===== src/rtl/pl_descrambler_if.sv =====
// Symbol stream bundle for the DVB-S2 PL descrambler: input side, output side and handshakes.
interface pl_descrambler_if #(
  parameter int W = 16
) ();
  logic signed [W-1:0] in_i;
  logic signed [W-1:0] in_q;
  logic                in_valid;
  logic                in_sof;
  logic                in_ready;
  logic signed [W-1:0] out_i;
  logic signed [W-1:0] out_q;
  logic                out_valid;
  logic                out_sof;
  logic                out_hdr;
  logic                out_ready;

  modport master (
    output in_i, in_q, in_valid, in_sof, out_ready,
    input  in_ready, out_i, out_q, out_valid, out_sof, out_hdr
  );

  modport slave (
    input  in_i, in_q, in_valid, in_sof, out_ready,
    output in_ready, out_i, out_q, out_valid, out_sof, out_hdr
  );
endinterface


===== src/rtl/pl_descrambler.sv =====
// DVB-S2 receive-side PL descrambler: header symbols pass through, payload symbols are
// de-rotated by the conjugate Gold-code sequence (code index 0), one output register stage.
module pl_descrambler #(
  parameter int W       = 16,
  parameter int HDR_LEN = 90
) (
  input logic             clk,
  input logic             reset,
  pl_descrambler_if.slave bus
);
  localparam int               CNT_W    = 7;
  localparam logic [17:0]      X_INIT   = 18'h00001;
  localparam logic [17:0]      Y_INIT   = 18'h3FFFF;
  localparam logic [CNT_W-1:0] HDR_LAST = CNT_W'(HDR_LEN - 1);

  typedef enum logic [1:0] {IDLE, HDR, PAYLOAD} state_t;

  state_t              state;
  logic [CNT_W-1:0]    hdr_cnt;
  logic [17:0]         x;
  logic [17:0]         y;
  logic [1:0]          code;
  logic                accept;
  logic signed [W-1:0] neg_i;
  logic signed [W-1:0] neg_q;
  logic signed [W-1:0] rot_i;
  logic signed [W-1:0] rot_q;
  logic signed [W-1:0] out_i_r;
  logic signed [W-1:0] out_q_r;
  logic                out_valid_r;
  logic                out_sof_r;
  logic                out_hdr_r;

  // Negating the most negative value would overflow; clamp to the most positive one.
  function automatic logic signed [W-1:0] neg_sat(input logic signed [W-1:0] a);
    if (a == {1'b1, {(W-1){1'b0}}})
      return {1'b0, {(W-1){1'b1}}};
    return -a;
  endfunction

  assign code = {x[4] ^ x[6] ^ x[15] ^ y[5] ^ y[6] ^ y[8] ^ y[9] ^ y[10] ^ y[11] ^
                 y[12] ^ y[13] ^ y[14] ^ y[15],
                 x[0] ^ y[0]};

  assign bus.in_ready  = !out_valid_r || bus.out_ready;
  assign accept        = bus.in_valid && bus.in_ready;
  assign bus.out_i     = out_i_r;
  assign bus.out_q     = out_q_r;
  assign bus.out_valid = out_valid_r;
  assign bus.out_sof   = out_sof_r;
  assign bus.out_hdr   = out_hdr_r;

  always_comb begin
    neg_i = neg_sat(bus.in_i);
    neg_q = neg_sat(bus.in_q);
    rot_i = bus.in_i;
    rot_q = bus.in_q;
    case (code)
      2'd1: begin rot_i = bus.in_q; rot_q = neg_i;    end
      2'd2: begin rot_i = neg_i;    rot_q = neg_q;    end
      2'd3: begin rot_i = neg_q;    rot_q = bus.in_i; end
      default: ;
    endcase
  end

  always_ff @(posedge clk) begin
    if (reset) begin
      state       <= IDLE;
      hdr_cnt     <= '0;
      x           <= X_INIT;
      y           <= Y_INIT;
      out_i_r     <= '0;
      out_q_r     <= '0;
      out_valid_r <= 1'b0;
      out_sof_r   <= 1'b0;
      out_hdr_r   <= 1'b0;
    end else begin
      if (bus.out_ready)
        out_valid_r <= 1'b0;
      if (accept) begin
        if (bus.in_sof) begin
          // A start-of-frame always restarts the frame, whatever the current state.
          out_i_r     <= bus.in_i;
          out_q_r     <= bus.in_q;
          out_valid_r <= 1'b1;
          out_sof_r   <= 1'b1;
          out_hdr_r   <= 1'b1;
          hdr_cnt     <= CNT_W'(1);
          x           <= X_INIT;
          y           <= Y_INIT;
          if (HDR_LEN == 1)
            state <= PAYLOAD;
          else
            state <= HDR;
        end else begin
          case (state)
            HDR: begin
              out_i_r     <= bus.in_i;
              out_q_r     <= bus.in_q;
              out_valid_r <= 1'b1;
              out_sof_r   <= 1'b0;
              out_hdr_r   <= 1'b1;
              hdr_cnt     <= hdr_cnt + CNT_W'(1);
              if (hdr_cnt == HDR_LAST) begin
                state <= PAYLOAD;
                x     <= X_INIT;
                y     <= Y_INIT;
              end
            end
            PAYLOAD: begin
              out_i_r     <= rot_i;
              out_q_r     <= rot_q;
              out_valid_r <= 1'b1;
              out_sof_r   <= 1'b0;
              out_hdr_r   <= 1'b0;
              x           <= {x[0] ^ x[7], x[17:1]};
              y           <= {y[0] ^ y[5] ^ y[7] ^ y[10], y[17:1]};
            end
            default: ;
          endcase
        end
      end
    end
  end
endmodule


===== src/flat_wrapper.sv =====
// flat-port wrapper written by rule: the top's interface ports become plain ports
module pl_descrambler_flat 
#(
  parameter int W       = 16,
  parameter int HDR_LEN = 90
)
  (clk, reset, bus_in_i, bus_in_q, bus_in_valid, bus_in_sof, bus_out_ready, bus_in_ready, bus_out_i, bus_out_q, bus_out_valid, bus_out_sof, bus_out_hdr);
  pl_descrambler_if #(.W(W)) bus_i ();
  input logic clk;
  input logic reset;
  input wire logic [$bits(bus_i.in_i)-1:0] bus_in_i;
  input wire logic [$bits(bus_i.in_q)-1:0] bus_in_q;
  input wire logic [$bits(bus_i.in_valid)-1:0] bus_in_valid;
  input wire logic [$bits(bus_i.in_sof)-1:0] bus_in_sof;
  input wire logic [$bits(bus_i.out_ready)-1:0] bus_out_ready;
  output wire logic [$bits(bus_i.in_ready)-1:0] bus_in_ready;
  output wire logic [$bits(bus_i.out_i)-1:0] bus_out_i;
  output wire logic [$bits(bus_i.out_q)-1:0] bus_out_q;
  output wire logic [$bits(bus_i.out_valid)-1:0] bus_out_valid;
  output wire logic [$bits(bus_i.out_sof)-1:0] bus_out_sof;
  output wire logic [$bits(bus_i.out_hdr)-1:0] bus_out_hdr;
  assign bus_i.in_i = bus_in_i;
  assign bus_i.in_q = bus_in_q;
  assign bus_i.in_valid = bus_in_valid;
  assign bus_i.in_sof = bus_in_sof;
  assign bus_i.out_ready = bus_out_ready;
  assign bus_in_ready = bus_i.in_ready;
  assign bus_out_i = bus_i.out_i;
  assign bus_out_q = bus_i.out_q;
  assign bus_out_valid = bus_i.out_valid;
  assign bus_out_sof = bus_i.out_sof;
  assign bus_out_hdr = bus_i.out_hdr;
  pl_descrambler #(.W(W), .HDR_LEN(HDR_LEN)) u_core (.clk(clk), .reset(reset), .bus(bus_i));
endmodule

===== config.mk =====
export PLATFORM = sky130hd
export DESIGN_NAME = pl_descrambler_flat
export DESIGN_NICKNAME = d
export VERILOG_FILES = /design/src/rtl/pl_descrambler_if.sv /design/src/rtl/pl_descrambler.sv /design/src/flat_wrapper.sv
export SDC_FILE = /design/constraint.sdc
export NUM_CORES = 1
export LEC_CHECK = 0
export ABC_CLOCK_PERIOD_IN_PS = 3300
export BUFFER_PORTS_ARGS = -buffer_cell sky130_fd_sc_hd__buf_2
export CAP_MARGIN = 40
export CELL_PAD_IN_SITES_DETAIL_PLACEMENT = 2
export CELL_PAD_IN_SITES_GLOBAL_PLACEMENT = 2
export CORE_MARGIN = 1.5
export CORE_UTILIZATION = 33
export DETAILED_ROUTE_END_ITERATION = 8
export PLACE_DENSITY_LB_ADDON = 0.1
export SETUP_SLACK_MARGIN = 0.2
export SYNTH_ARGS = -nofsm -noshare
export SYNTH_HDL_FRONTEND = slang
export SYNTH_SLANG_ARGS = --single-unit
export TNS_END_PERCENT = 30

===== constraint.sdc =====
create_clock -name clk -period 3.3 [get_ports clk]
set_input_delay 0.165 -clock clk [delete_from_list [all_inputs] [get_ports clk]]
set_output_delay 0.165 -clock clk [all_outputs]
set_load 0.005 [all_outputs]

==> results of run 1 <==
area by class of cell:
class	count	area, sq um
fillers	1769	9120
well taps	188	235
flip-flops and latches	80	1600
clock inverters	5	63.8
clock buffers	11	253
repair buffers	104	611
inverters	16	60.1
multi-input cells	523	3260
flip-flops by register name (all words and copies together), names as in the netlist:
register              flops
u_core.bus.out_i         16
u_core.bus.out_valid      1
u_core.bus.out_hdr        1
u_core.x                 18
u_core.bus.out_sof        1
u_core.bus.out_q         16
u_core.hdr_cnt            7
u_core.state              2
u_core.y                 18
kinds of logic after synthesis:
group	synth area share, %
adders and majority gates	1.46
xor gates and xnor gates	5.76
AOI/OAI and AO/OA	28.0
DFF	31.2
buffers and inverters	6.08
and+or+nand+nor	25.4
muxes	2.05
worst register-to-register path, cell delays in order (launching register included):
cell and delay, ns:
dfxtp_1 0.35, xnor2_1 0.31, xnor3_1 0.56, xnor2_2 0.24, buf_4 0.44, nor2_1 0.26, o311ai_0 0.40, a22o_1 0.18
worst max path at each step:
stage	slack [ns]	cells past startpoint	to
after floorplan	0.95	10	u_core.bus.out_q[12]
after global placement	0.59	9	u_core.bus.out_i[8]
after detailed placement	0.46	9	u_core.bus.out_i[8]
after CTS	0.55	7	u_core.bus.out_q[11]
after global routing	0.44	7	u_core.bus.out_q[11]
final	0.51	7	u_core.bus.out_q[11]
cells in the final DEF (no fill, tap or decap), drive strengths merged, types with 12 or more instances in the layout:
| cell type | instances |
|---|---|
| nor3 | 43 |
| buf | 104 |
| dfxtp | 80 |
| nand2 | 55 |
| a21oi | 52 |
| o21bai | 24 |
| nor4 | 20 |
| inv | 17 |
| nand3 | 20 |
| a22oi | 12 |
| o21ai | 49 |
| nor2 | 71 |
| xnor2 | 16 |
stage by stage:
step           total power, mW  area, sq um
3_3_place_gp              1.37         5760
4_1_cts                   2.49         6080
3_5_place_dp              1.39         5760
6_report                  2.46         6080
2_1_floorplan             1.23         5130
5_1_grt                   2.56         6080
per-layer routing:
metal | part of all wire, % | wire length [microns]
met4 | 1.9 | 400
met1 | 43 | 9060
met2 | 52 | 10800
met3 | 3.3 | 685
met5 | 0 | 0
power by group:
part           switching (mW)  internal [mW]
logic                   0.222          0.121
clock network           0.460          0.634
registers              0.0218           1.00
==> impl_metrics.csv, run 1 <==
group,metric,value,unit
cts,cts_made_buffers,9,
critical_path,crit_slowest_cell,"xnor3_1",
synthesis,async_reset_ff_share,0,%
drt,drt_pass1_iterations,5,
floorplanning,dieArea,16300,sq um
timing,slew_viol_final,0,
critical_path,path_cells,"xnor2_1, xnor3_1, xnor2_2, buf_4, nor2_1, o311ai_0, a22o_1",
critical_path,r2r_end,"u_core.bus.out_q[11]",
critical_path,path_class,"reg -> reg",
critical_path,path_buf_inv,1,
synthesis,synth_area,5130,sq um
synthesis,yosysMostFrequentCell,"dfxtp_1",
critical_path,crit_path_max_fanout,38,
global_route,grt-ovfl-total,0,
global_route,grtUsageMet3,4.97,%
critical_path,r2r_setup_slack,0.51,ns
timing,finalSetupTns,0,ns
finish,diodes,0,
critical_path,cp-start-kind,"flip-flop",
placement,pre_cts_ws,0.459,ns
timing,worst_slew_pin_slew,0.821,ns
cts,ctsHtreeMaxLevel,3,
synthesis,ys_ff_latch,80,
timing,setup_slack,0.508,ns
drt,drc_errors,0,
synthesis,synth_cells,679,
synthesis,avgSynthCellArea,7.55,sq um
synthesis,yosysTopAreaCell,"dfxtp_1",
finish,area_delta_synth_final,18.6,%
drt,drt-total-wl,21.0,mm
floorplanning,rows,45,
drt,ant_nets,0,
floorplanning,boundaryPins,73,
finish,drive_gt1_share,19.2,%
drt,vias,5690,
floorplanning,core,15200,sq um
min_path,holdCritStartpoint,"bus_in_sof",
cts,ctsHoldBuffers,0,
floorplanning,start_util,33.7,%
critical_path,cp_top_family,"XOR/XNOR gates",
global_route,antenna_found_initial,0,
timing,hold_violations,0,
cts,clk_pin_slew,0.07,ns
finish,fin_util,40.0,%
min_path,min_path_type,"in -> reg",
run_status,status,"finished clean",
timing,slew_headroom,45.2,%
synthesis,yosys_warnings,0,
synthesis,synth_nets,722,
cts,cts_buffer_depth,2,
global_route,grt_usage,26.4,%
synthesis,synthFlopType,"dfxtp_1",
critical_path,end_kind,"flip-flop",
critical_path,critPathMaxStageDelay,0.56,ns
drt,viasPerCell,6.14,
synthesis,synth_area_leaders,"dfxtp_1 (31%), nor2_1 (5.2%), a21oi_1 (5.1%)",
global_route,use_met2,48.3,%
power_and_ir_drop,p_leak,2.35,nW
min_path,holdPathStages,3,
cts,cts_resized,0,
timing,hold_ws,0.159,ns
global_route,grt_pass1_vias,6080,
floorplanning,die_w,128,microns
drt,drt-initial-drc-count,337,
timing,max_freq,0.358,GHz
synthesis,synth_edf_count,0,
placement,hpwl,14.9,mm
timing,min_period_over_period,84.6,%
drt,wire_per_inst,22.6,microns
cts,cts_tree,"yes",
cts,cts_num_sinks,80,
timing,fin_crit,2.79,ns
global_route,grt-busiest-layer,"met2",
timing,setup_viol,0,
synthesis,ys_seq_area_share,31.2,%
run,cap_violations,0,
placement,port-buffer-count,72,
floorplanning,die_y,128,microns
critical_path,startpoint,"u_core.y[5]",
cts,cts_setup_buffers,0,
finish,stdcell_count,927,
timing,rsz0062_at_grt,"false",
critical_path,reg2regPathDepth,7,
placement,gp_congestion,0.838,
cts,clk_latency,0.35,ns
placement,placed_cells,911,
global_route,use_met1,31.4,%
synthesis,synth.distinct_cells,67,
power_and_ir_drop,power_density,405,nW/um^2
cts,root_buffer,"clkbuf_16",
critical_path,r2r_start,"u_core.y[5]",
synthesis,yosysTopAreaCellShare,31.2,%
power_and_ir_drop,ir_worst_vdd,0.325,mV
critical_path,required,3.60,ns
global_route,grt_start_max_net_pins,53,
global_route,grt_pass1_wl,33.4,mm
critical_path,worstPathArrival,3.09,ns
min_path,worstHoldEndpoint,"u_core.bus.out_sof",
synthesis,synth_top_cells_by_count,"dfxtp_1 (80), nor2_1 (71), nand2_1 (55)",
finish,final_nets,777,
timing,skew,0.00698,ns
Power figures use the tool's default switching activity.
==> run 2, diff against run 1 <==
Settings changed: ABC_CLOCK_PERIOD_IN_PS 3300 to 2300, CORE_UTILIZATION 33 to 30.
Clock period 3.3 ns to 2.3 ns, I/O delays scaled along.
==> run 2 against run 1 <==
  * The flow now finishes with violations (negative setup slack)
  * Wire length is 16% higher
  * Final cell count is 12% higher
  * Clock power up 38%
  * Non-clock buffer count increased by 77
  * Clock skew increased by 0.0051 ns
  * Largest power group unchanged
  * Critical path type unchanged
  * Critical path depth is 2 higher
==> impl_metrics.csv, run 2 (synthesized netlist as in run 1, its figures left out) <==
group,metric,value,unit
floorplanning,rows,47,
cts,cts_tree,"yes",
cts,ctsHtreeMaxLevel,3,
timing,fin_crit,2.54,ns
finish,mostFrequentLayoutCells,"buf_4 (91), dfxtp_1 (75), buf_2 (72)",
critical_path,worstPathArrival,2.77,ns
drt,ant_nets,0,
global_route,grt_pass1_wl,37.1,mm
floorplanning,boundaryPins,73,
power_and_ir_drop,clkPwrFrac,41.9,%
finish,stdcell_count,1036,
critical_path,path_cells,"xnor2_1, xnor3_2, buf_12, xnor2_4, buf_6, buf_12, nor3_1, o211ai_1, and3_1",
finish,diodes,0,
timing,setup_slack,-0.237,ns
finish,area_delta_synth_final,41.5,%
run,cap_violations,0,
timing,slew_headroom,48.7,%
placement,port-buffer-count,72,
drt,drt-total-wl,24.4,mm
finish,design_area,7260,sq um
power_and_ir_drop,p_sw,1.06,mW
run_status,failed_checks,"negative setup slack",
drt,vias,5973,
power_and_ir_drop,p_total,3.57,mW
critical_path,crit_slowest_cell,"xnor3_2",
floorplanning,dieArea,17900,sq um
critical_path,required,2.54,ns
power_and_ir_drop,comb_power_share,17.0,%
global_route,grt_usage,26.9,%
timing,min_period_over_period,110,%
critical_path,cp_common_cell,"buf_12",
timing,hold_violations,0,
finish,final_nets,854,
power_and_ir_drop,ir_worst_vdd,0.312,mV
drt,drt-initial-drc-count,288,
critical_path,path_class,"reg -> reg",
timing,hold_ws,0.153,ns
placement,dpl-instance-area,6370,sq um
placement,placed_cells,1008,
critical_path,critPathMaxStageDelay,0.45,ns
drt,viasPerCell,5.77,
timing,finalSetupTns,-0.332,ns
min_path,min_path_type,"in -> reg",
placement,pre_cts_ws,-0.177,ns
cts,cts_num_sinks,80,
global_route,grt-ovfl-total,0,
critical_path,cp-start-kind,"flip-flop",
critical_path,end_kind,"flip-flop",
run_status,status,"complete, but fails checks",
cts,root_buffer,"clkbuf_16",
floorplanning,core,16600,sq um
timing,slew_viol_final,0,
timing,skew,0.0121,ns
cts,cts_buffer_depth,2,
finish,multi_input_area,3680,sq um
power_and_ir_drop,power.internal,2.51,mW
finish,seq_area,1610,sq um
cts,clk_pin_slew,0.07,ns
power_and_ir_drop,p_leak,2.82,nW
timing,max_freq,0.394,GHz
timing,worst_slew_pin_slew,0.765,ns
finish,mostFrequentLayoutCell,"buf_4",
cts,cts_made_buffers,9,
global_route,grtUsageMet3,3.50,%
global_route,grt-busiest-layer,"met2",
critical_path,crit_path_max_fanout,9,
finish,fin_util,43.6,%
drt,drc_errors,0,
floorplanning,die_w,134,microns
finish,nFillCells,1893,
timing,rsz0062_at_grt,"true",
floorplanning,start_util,30.8,%
placement,hpwl,17.4,mm
global_route,grt_pass1_vias,6498,
power_and_ir_drop,power_density,493,nW/um^2
global_route,grt_start_max_net_pins,52,
power_and_ir_drop,power.share.sequential,41.0,%
critical_path,cp_top_family,"XOR/XNOR gates",
timing,setup_viol,5,
drt,drt_pass1_iterations,4,
global_route,use_met2,49.9,%
power_and_ir_drop,p_sw_share,29.6,%
global_route,antenna_found_initial,0,
critical_path,path_buf_inv,3,
cts,clk_latency,0.36,ns
cts,ctsHoldBuffers,0,
global_route,use_met1,32.1,%
placement,gp_congestion,0.910,
finish,top_regs,"u_core.x (18), u_core.y (18)",
drt,wire_per_inst,23.5,microns
floorplanning,die_y,134,microns
finish,drive_gt1_share,35.4,%
==> run 2: changes by cell type in the layout (fill, tap and decap cells not counted), moves of 6 or more <==
cell,before,now
buf_6,0,9
buf_4,30,91
buf_12,1,8
o21ai_1,5,18
a21oi_1,51,45
nor4_1,16,9
o21ai_0,44,30
a22oi_2,0,10
a22oi_1,12,2
==> run 2: per-layer routing <==
metal	vias up	part of all wire (%)
li1	2776	-
met1	3038	42
met2	119	52
met3	40	3.3
met4	0	2.7
met5	-	0
==> run 2: repair_timing <==
item                                   CTS  global route
endpoints found under the hold margin    0             0
buffers inserted                         7             3
setup endpoints to repair               68            63
resized for setup                       51            57
gates cloned                             1             1
pin swaps                               14            30
==> run 2: final timing paths <==
path | from | end | slack, ns | cells after the start
worst max-delay path | u_core.y[8] | u_core.bus.out_i[9] | -0.24 | 9
worst min-delay path | bus_out_ready | u_core.bus.out_valid | 0.15 | 4
worst max register to register | u_core.y[8] | u_core.bus.out_i[9] | -0.24 | 9
worst min register to register | u_core.bus.out_i[13] | u_core.bus.out_i[13] | 0.45 | 2
==> run 2: cell type report <==
| cell class | instances | area share [%] |
|---|---|---|
| clock buffer | 9 | 3.10 |
| clock inverter | 7 | 0.983 |
| sequential | 80 | 22.2 |
| multi-input combinational | 523 | 50.7 |
| inverter | 16 | 0.862 |
| timing repair buffer | 181 | 18.3 |
| tap | 220 | 3.79 |
==> run 2: worst reg2reg max path, cell delays in order (launching register included) <==
cell and delay [ns]:
dfxtp_1 0.34, xnor2_1 0.24, xnor3_2 0.45, buf_12 0.16
xnor2_4 0.16, buf_6 0.16, buf_12 0.15, nor3_1 0.30
o211ai_1 0.23, and3_1 0.25
==> run 2: power by group through the flow <==
| stage | sequential (mW) | combinational, mW | clock [mW] |
|---|---|---|---|
| floorplan | 1.50 | 0.274 | 0 |
| global placement | 1.49 | 0.545 | 0 |
| detailed placement | 1.50 | 0.562 | 0 |
| CTS | 1.47 | 0.579 | 1.53 |
| global route | 1.47 | 0.658 | 1.60 |
| finish | 1.47 | 0.608 | 1.50 |
